==> config.mk <==
export PLATFORM = sky130hd
export DESIGN_NAME = softmax_exp_ctrl
export DESIGN_NICKNAME = d
export VERILOG_FILES = /design/src/rtl/softmax_exp_ctrl.sv
export SDC_FILE = /design/constraint.sdc
export NUM_CORES = 1
export LEC_CHECK = 0
export BUFFER_PORTS_ARGS = -buffer_cell sky130_fd_sc_hd__clkbuf_2
export CAP_MARGIN = 20
export CORE_MARGIN = 3
export CORE_UTILIZATION = 40
export DETAILED_ROUTE_END_ITERATION = 12
export GPL_ROUTABILITY_DRIVEN = 1
export PLACE_DENSITY = 0.63
export SYNTH_ARGS = -nofsm -noshare
export SYNTH_HDL_FRONTEND = slang
export SYNTH_SLANG_ARGS = --single-unit
==> constraint.sdc <==
create_clock -name clk -period 4.5 [get_ports clk]
set_clock_uncertainty 0.05 [all_clocks]
set_input_delay 0.9 -clock clk [delete_from_list [all_inputs] [get_ports clk]]
set_output_delay 0.9 -clock clk [all_outputs]
set_load 0.02 [all_outputs]
==> src/rtl/softmax_exp_ctrl.sv <==
// -----------------------------------------------------------------------------
// softmax_exp_ctrl
//   Runs one softmax row through the shared exp unit. The first pass reads the
//   row buffer and finds max(x). The second pass re-reads the row and sends
//   clamp(x - max) to the exp unit. Each e^x result is written back to the
//   same row-buffer index and added into a saturating sum, which the
//   downstream normaliser uses.
//
//   Ports
//     clk, arst         clock; asynchronous active-high reset
//     start, vec_len    row request (sampled only in IDLE), row length 0..2^ADDR_W
//     busy, done        row in progress; one-cycle completion pulse
//     sum_out           saturating sum of the written exp results
//     rd_en/rd_addr     row-buffer read port; rd_data returns one cycle later
//     exp_en/exp_x      exp-unit enable and operand (x - max, always <= 0)
//     exp_y             exp-unit result, valid EXP_LAT cycles after exp_x is sampled
//     wr_en/wr_addr     row-buffer write-back of exp results
//     wr_data
// -----------------------------------------------------------------------------
module softmax_exp_ctrl #(
  parameter int DWIDTH   = 16,
  parameter int FRAC_BIT = 11,
  parameter int INT_BIT  = 5,
  parameter int ADDR_W   = 6,
  parameter int EXP_LAT  = 2,
  parameter int SUM_W    = 22
) (
  input  logic                     clk,
  input  logic                     arst,
  input  logic                     start,
  input  logic [ADDR_W:0]          vec_len,
  output logic                     busy,
  output logic                     done,
  output logic [SUM_W-1:0]         sum_out,
  output logic                     rd_en,
  output logic [ADDR_W-1:0]        rd_addr,
  input  logic signed [DWIDTH-1:0] rd_data,
  output logic                     exp_en,
  output logic signed [DWIDTH-1:0] exp_x,
  input  logic [DWIDTH-1:0]        exp_y,
  output logic                     wr_en,
  output logic [ADDR_W-1:0]        wr_addr,
  output logic [DWIDTH-1:0]        wr_data
);

  localparam int CLAMP_SH = INT_BIT - 1 + FRAC_BIT;
  // Lowest exp-unit input (-2^(INT_BIT-1) in Q.FRAC_BIT), at DWIDTH+1 bits.
  localparam logic signed [DWIDTH:0] CLAMP_MIN =
    {{(DWIDTH + 1 - CLAMP_SH){1'b1}}, {CLAMP_SH{1'b0}}};
  localparam logic signed [DWIDTH-1:0] MOST_NEG = {1'b1, {(DWIDTH-1){1'b0}}};
  localparam int ACC_W = ((SUM_W > DWIDTH) ? SUM_W : DWIDTH) + 1;

  typedef enum logic [2:0] {
    IDLE  = 3'd0,
    SCAN  = 3'd1,
    EXP   = 3'd2,
    DRAIN = 3'd3,
    DONE  = 3'd4
  } state_t;

  state_t state;

  logic [ADDR_W-1:0]        last_idx;
  logic signed [DWIDTH-1:0] max_val;
  logic                     scan_vld_p0;
  logic                     vld_p0;
  logic [ADDR_W-1:0]        idx_p0;
  logic                     vld_p1;
  logic [ADDR_W-1:0]        idx_p1;
  logic                     vld_p2 [EXP_LAT];
  logic [ADDR_W-1:0]        idx_p2 [EXP_LAT];
  logic                     exp_en_nxt;

  // x - max at full precision; anything below the exp-unit range is pinned to
  // its floor. The difference is never positive, so no upper clamp is needed.
  function automatic logic signed [DWIDTH-1:0] clamp_diff(
    input logic signed [DWIDTH-1:0] x,
    input logic signed [DWIDTH-1:0] m
  );
    logic signed [DWIDTH:0] d;
    d = $signed({x[DWIDTH-1], x}) - $signed({m[DWIDTH-1], m});
    if (d < CLAMP_MIN) d = CLAMP_MIN;
    return d[DWIDTH-1:0];
  endfunction

  function automatic logic [SUM_W-1:0] sat_add(
    input logic [SUM_W-1:0]  acc,
    input logic [DWIDTH-1:0] y
  );
    logic [ACC_W-1:0] s;
    s = ACC_W'(acc) + ACC_W'(y);
    if (s > ACC_W'({SUM_W{1'b1}})) return {SUM_W{1'b1}};
    return s[SUM_W-1:0];
  endfunction

  // exp_en is registered one cycle ahead: it must be high whenever an operand
  // sits on exp_x or a result is still inside the exp unit.
  always_comb begin
    exp_en_nxt = vld_p0 | vld_p1;
    for (int k = 0; k < EXP_LAT - 1; k++) exp_en_nxt = exp_en_nxt | vld_p2[k];
  end

  assign wr_en   = vld_p2[EXP_LAT-1];
  assign wr_addr = idx_p2[EXP_LAT-1];
  assign wr_data = wr_en ? exp_y : '0;

  always_ff @(posedge clk or posedge arst) begin
    if (arst) begin
      state       <= IDLE;
      busy        <= 1'b0;
      done        <= 1'b0;
      sum_out     <= '0;
      rd_en       <= 1'b0;
      rd_addr     <= '0;
      exp_en      <= 1'b0;
      exp_x       <= '0;
      last_idx    <= '0;
      max_val     <= '0;
      scan_vld_p0 <= 1'b0;
      vld_p0      <= 1'b0;
      idx_p0      <= '0;
      vld_p1      <= 1'b0;
      idx_p1      <= '0;
      for (int k = 0; k < EXP_LAT; k++) begin
        vld_p2[k] <= 1'b0;
        idx_p2[k] <= '0;
      end
    end else begin
      // ---- p0: read data returns from the row buffer ----
      scan_vld_p0 <= rd_en && (state == SCAN);
      vld_p0      <= rd_en && (state == EXP);
      idx_p0      <= rd_addr;

      // ---- p1: clamped difference presented to the exp unit ----
      vld_p1 <= vld_p0;
      if (vld_p0) begin
        exp_x  <= clamp_diff(rd_data, max_val);
        idx_p1 <= idx_p0;
      end

      // ---- p2: tag pipe tracking results inside the exp unit ----
      vld_p2[0] <= vld_p1;
      idx_p2[0] <= idx_p1;
      for (int k = 1; k < EXP_LAT; k++) begin
        vld_p2[k] <= vld_p2[k-1];
        idx_p2[k] <= idx_p2[k-1];
      end

      exp_en <= exp_en_nxt;
      if (vld_p2[EXP_LAT-1]) sum_out <= sat_add(sum_out, exp_y);

      case (state)
        IDLE: begin
          if (start) begin
            sum_out  <= '0;
            last_idx <= vec_len[ADDR_W-1:0] - ADDR_W'(1);
            if (vec_len == '0) begin
              state <= DONE;
              done  <= 1'b1;
            end else begin
              state   <= SCAN;
              busy    <= 1'b1;
              rd_en   <= 1'b1;
              rd_addr <= '0;
              max_val <= MOST_NEG;
            end
          end
        end
        SCAN: begin
          if (scan_vld_p0 && (rd_data > max_val)) max_val <= rd_data;
          if (rd_en) begin
            if (rd_addr == last_idx) rd_en <= 1'b0;
            else                     rd_addr <= rd_addr + ADDR_W'(1);
          end else if (scan_vld_p0) begin
            // Reads are gap-free, so data valid with no read pending is the
            // final element; max is settled after this edge.
            state   <= EXP;
            rd_en   <= 1'b1;
            rd_addr <= '0;
          end
        end
        EXP: begin
          if (rd_addr == last_idx) begin
            rd_en <= 1'b0;
            state <= DRAIN;
          end else begin
            rd_addr <= rd_addr + ADDR_W'(1);
          end
        end
        DRAIN: begin
          if (vld_p2[EXP_LAT-1] && (idx_p2[EXP_LAT-1] == last_idx)) begin
            state <= DONE;
            done  <= 1'b1;
            busy  <= 1'b0;
          end
        end
        DONE: begin
          done  <= 1'b0;
          state <= IDLE;
        end
        default: state <= IDLE;
      endcase
    end
  end

endmodule

Word-level counts from Yosys, hierarchy flattened
Index checks and enable logic that the tools add are counted.
- $add $sub $neg: 4
- $mul: 0
- divide/modulo/power cells: 0
- $lt $le $gt $ge: 3
- equality and inequality tests: 15
- shift operators: 0
- mux-type cells: 39
- bitwise logic cells: 2
- reduce and logical (&&, ||, !) cells: 17
- operator list (operator ; number):
    $mux W22 ; 5
    $mux W16 ; 5
    $pmux W16 S2 ; 1
    $mux W6 ; 5
    $add A22 B16 Y23 ; 1
    $gt A23 B22 Y1 const B ; 1
    $reduce_and A4 Y1 ; 5
    $mux W3 ; 6
    $pmux W6 S3 ; 1
    $lt A17 B16 Y1 const B ; 1
    $sub A16 B16 Y17 ; 1
    $gt A16 B16 Y1 ; 1
    $eq A6 B6 Y1 ; 2
    $mux W1 ; 12
    $ne A2 B2 Y1 const B ; 6
    $pmux W3 S4 ; 1
    $logic_not A7 Y1 ; 1
    $add A6 B1 Y6 const B ; 1
    $eq A3 B2 Y1 const B ; 2
    $pmux W1 S3 ; 2
    $reduce_bool A3 Y1 ; 2
    $sub A6 B1 Y6 const B ; 1
    $reduce_and A5 Y1 ; 1
    $logic_and A1 B1 Y1 ; 4
    9 further kinds ; 12
- register bits after elaboration: 102
- latch bits: 0
- memory bits (writable): 0
- memory bits (read-only): 0
- bits of input ports: 42
- output and inout bits: 71
- logic and storage cells: 99
- memories kept: 0

Depth between registers and ports, before layout
- depth after elaboration: 8
- mapped depth: 11
- gate-level depth less buffers: 11

Worst setup path after synthesis
Ideal clock, no wire load.
- path kind: input to register
- start: input rd_data[0]
- end: register exp_x[7]
- library setup time: 0.127 ns
- arrival time: 3.076 ns
- required time: 4.323 ns
- path slack: 1.247 ns
- stages: 11
- path buffers: 1
- cell sequence: inv_1 > ha_1 > inv_1 > fa_1 > a211o_1 > a2111oi_0 > nor2_1 > a211oi_1 > mux2_2 > buf_2 > o31ai_1
- word-level cells in the longest chain between the ends: 3
- ends and longest elaborated chain (item ; line ; RTL):
    from (decl) ; 37 ; input logic signed [DWIDTH-1:0] rd_data,
    $sub A16 B16 Y17 (*) ; 81 ; d = $signed({x[DWIDTH-1], x}) - $signed({m[DWIDTH-1], m});
    $lt A17 B16 Y1 ; 82 ; if (d < CLAMP_MIN) d = CLAMP_MIN;
    $mux W16 (*) ; 82 ;
    to (signal assigned) ; 137 ; exp_x <= clamp_diff(rd_data, max_val);
    to (decl) ; 39 ; output logic signed [DWIDTH-1:0] exp_x,
Mark *: on every way between the ends. The rest lies on a longest branch, timed or not.
A chain may end at the register's enable or synchronous reset.

Worst setup path after layout
- start: input rd_data[0]
- end: register exp_x[8]
The elaborated chain is that of the path after synthesis.

==> impl_results.md <==
* Start of the worst register-to-register path: sum_out[0]
* Max Slew Vio Count at 0
* Core region area at 0.0141 mm²
* Yosys warning total at 0
* EDFF count, synth at 0
* Clock tree sinks at 102
* Initial Utilization at 41.5%
* Static Leakage at 0.00340 µW
* Quantity of I/O buffers inserted on ports at 112
* Minimum clock period at 3.24 ns
* Routed metal-1 wirelength at 6380 µm
* Proportion of synthesized chip area in sequential cells at 43.6%
* Clock slew at the register clock pins of the worst setup and hold paths at 0.07 ns
* Worst-path fanout max at 12
* Net count after synthesis at 680
* Overall power after layout at 4760 µW
* End of the worst hold path: wr_addr[0]
* Detailed route wirelength on metal3 at 782 µm
* Number of max-cap violations at 0
* Post_cts resized at 0
* Result of the run: complete, no violations
* Most area-hungry cell type in the Yosys netlist: sky130_fd_sc_hd__dfrtp_1
* Post-synthesis cell type count at 59
* Vias per Instance at 5.37
* WL met2 at 6490 µm
* Global-route wire length before repair at 23500 µm
* Most frequently used flop master after synthesis: sky130_fd_sc_hd__dfrtp_1
* CTS tree: yes
* Largest net degree at the start of global routing at 76
* Antenna violations before repair at 0
* RSZ-0062 raised after global routing: false
* Number of buffers inserted to repair setup after CTS at 0
* Post-detail-place hpwl at 10300 µm
* Cell at the root of the clock tree: sky130_fd_sc_hd__clkbuf_16
* Via count of the first global-routing pass at 4850
* Hold Path Class: reg2reg
* Aggregate negative setup slack at 0 ns
* Maximum achievable frequency at 308 MHz
* # fillers at 1353
* Starting DRC count in detailed routing at 200
* Total Routed Length at 13800 µm
* Measured slew at the worst slew-check pin at 0.962 ns
* Total standard cell area after synthesis at 0.00585 mm²
* Fin. Hold Viols at 0
* Top metal layer carrying routed signals: met4
* Synthesized netlist cell count at 601
* Sort of element at the start of the critical path: input pin
* Worst relative slew slack at 35.9%
* Total global routing track utilization at 17.8%
* Initial DRT Pass Iterations at 5
* Number of instances on the worst hold path at 0
* Number of levels the H-tree was split into at 3
* Area share of the largest cell type after synthesis at 43.6%
* Final setup viols at 0
* Beginning of the worst hold path: idx_p2[6]
* R2R Path End: sum_out[19]
* Detail Route Antenna Nets at 0
* Final layout net count at 784
* Die height at 127 µm
* Total number of vias at 4778
* Launching instance or port of the critical path: rd_data[0]
* Total gr overflow at 0
* Kind of critical path: in2reg
* Total power divided by cell area at 695 mW/mm²
* Wire per inst at 15.6 µm
* Cell types occupying the most area after synthesis: sky130_fd_sc_hd__dfrtp_1, sky130_fd_sc_hd__ha_1, sky130_fd_sc_hd__xnor2_1
* TritonCTS Buffers at 9
* Kind of end point of the critical path: flip-flop
* Skew-Pair Late Insertion Delay at 0.36 ns
* Number of buffers inserted for hold repair after clock tree synthesis at 0
* Data required time at the worst endpoint at 4.68 ns
* Fraction of final layout cells sized beyond drive strength 1 at 21.8%
* Most frequent cells in the layout: sky130_fd_sc_hd__clkbuf_2, sky130_fd_sc_hd__dfrtp_1, sky130_fd_sc_hd__nand2_1
* Area delta synth->final at 17.2%
* Number of core rows at 43
* Arrival time of the worst setup path at 3.42 ns
* Register-to-register path setup slack at 1.47 ns
* Most common cell after layout, fill and taps aside: sky130_fd_sc_hd__clkbuf_2
* Final weighted congestion in routability-driven placement at 0.902
* Remaining DRCs at 0
* Share of synthesized flip-flops with an asynchronous set or reset at 100%
* Die Area at 0.0161 mm²
* Die W at 127 µm
* Total of flip-flops plus latches after synthesis at 102
* Worst reg2reg path depth at 10
* Mean instance size in the synthesized netlist at 9.73 µm²
* Antenna Cells at 0
* Final clock period utilization by the worst path at 72.1%
* Total I/O pin count at 113
* VDD IR-drop max at 0.323 mV
* Hold Worst Slack at 0.301 ns
* Max clock buf depth at 2
==> critical path: stages <==
cell                        delay [ns]
sky130_fd_sc_hd__clkbuf_2         0.09
sky130_fd_sc_hd__inv_1            0.05
sky130_fd_sc_hd__ha_1             0.14
sky130_fd_sc_hd__inv_1            0.06
sky130_fd_sc_hd__fa_1             0.43
sky130_fd_sc_hd__a211o_1          0.32
sky130_fd_sc_hd__a2111oi_0        0.38
sky130_fd_sc_hd__nor2_1           0.17
sky130_fd_sc_hd__a211oi_1         0.35
sky130_fd_sc_hd__mux2_2           0.40
sky130_fd_sc_hd__o2bb2ai_1        0.13
==> metal layers <==
metal | track usage [%] | vias up
met5 | 0 | -
met4 | 4.79 | 0
met3 | 4.84 | 15
met2 | 28.4 | 134
met1 | 24.0 | 2299
li1 | - | 2330
==> synthesized netlist by cell type, types with 7 or more instances <==
cell type and number:
sky130_fd_sc_hd__nand4_1 11, sky130_fd_sc_hd__ha_1 35, sky130_fd_sc_hd__a21oi_1 41, sky130_fd_sc_hd__and2_1 19, sky130_fd_sc_hd__and3_1 7, sky130_fd_sc_hd__mux2i_1 18
sky130_fd_sc_hd__nor3_1 17, sky130_fd_sc_hd__clkbuf_1 17, sky130_fd_sc_hd__a21o_1 11, sky130_fd_sc_hd__xnor2_1 26, sky130_fd_sc_hd__nor2b_1 7, sky130_fd_sc_hd__inv_1 35
sky130_fd_sc_hd__a31oi_1 11, sky130_fd_sc_hd__xor2_1 18, sky130_fd_sc_hd__nand2_1 54, sky130_fd_sc_hd__mux2_2 8, sky130_fd_sc_hd__o2bb2ai_1 8, sky130_fd_sc_hd__dfrtp_1 102
sky130_fd_sc_hd__nor2_1 36, sky130_fd_sc_hd__o21ai_0 34
==> flip-flops by register name (all words and copies together) (netlist names) <==
name         count
vld_p0           1
sum_out         22
exp_en           1
idx_p2           6
vld_p2           1
idx_p0           6
done             1
scan_vld_p0      1
idx_p1           6
wr_en            1
rd_addr          6
last_idx         6
exp_x           16
rd_en            1
wr_addr          6
state            3
busy             1
max_val         16
vld_p1           1
==> logic make-up after synthesis <==
group	Yosys count	synth area share, %
and+or+nand+nor	174	14.5
buffers and inverters	61	4.51
xor gates and xnor gates	44	6.59
adders and majority gates	37	8.17
muxes	26	4.62
DFF	102	43.6
AOI/OAI and AO/OA	157	18.0
==> power by group <==
group	switching (µW)	internal, µW
clock network	375	404
registers	314	1260
logic	1410	1000
==> worst max path at each step <==
stage,slack (ns),cells after the start,end
after floorplan,0.87,1,busy
after global placement,0.95,11,sum_out[19]
after detailed placement,0.90,11,sum_out[19]
after CTS,1.28,11,exp_x[8]
after global routing,1.12,11,sum_out[19]
final,1.26,11,exp_x[8]
==> per-stage QoR <==
stage / instance area (µm²) / worst slack, ns / cells / util (%)
after floorplan: 5850 / 0.875 / 601 / -
after global placement: 6550 / 0.949 / 873 / 46.4
after detailed placement: 6550 / 0.900 / 873 / 46.4
after CTS: 6840 / 1.28 / 889 / 48.5
after global routing: 6860 / 1.12 / 890 / 48.7
final: 6860 / 1.26 / 890 / 48.7
==> cell type report <==
cell class / count / area (µm²) / share of cell area [%]
clock buffers: 10 / 239 / 3.48
clock inverters: 6 / 56.3 / 0.821
inverters: 36 / 138 / 2.01
multi-input cells: 438 / 3030 / 44.2
flip-flops and latches: 102 / 2550 / 37.2
well taps: 180 / 225 / 3.28
repair buffers: 118 / 613 / 8.94
Note: power is estimated with default switching activity, not from simulation.
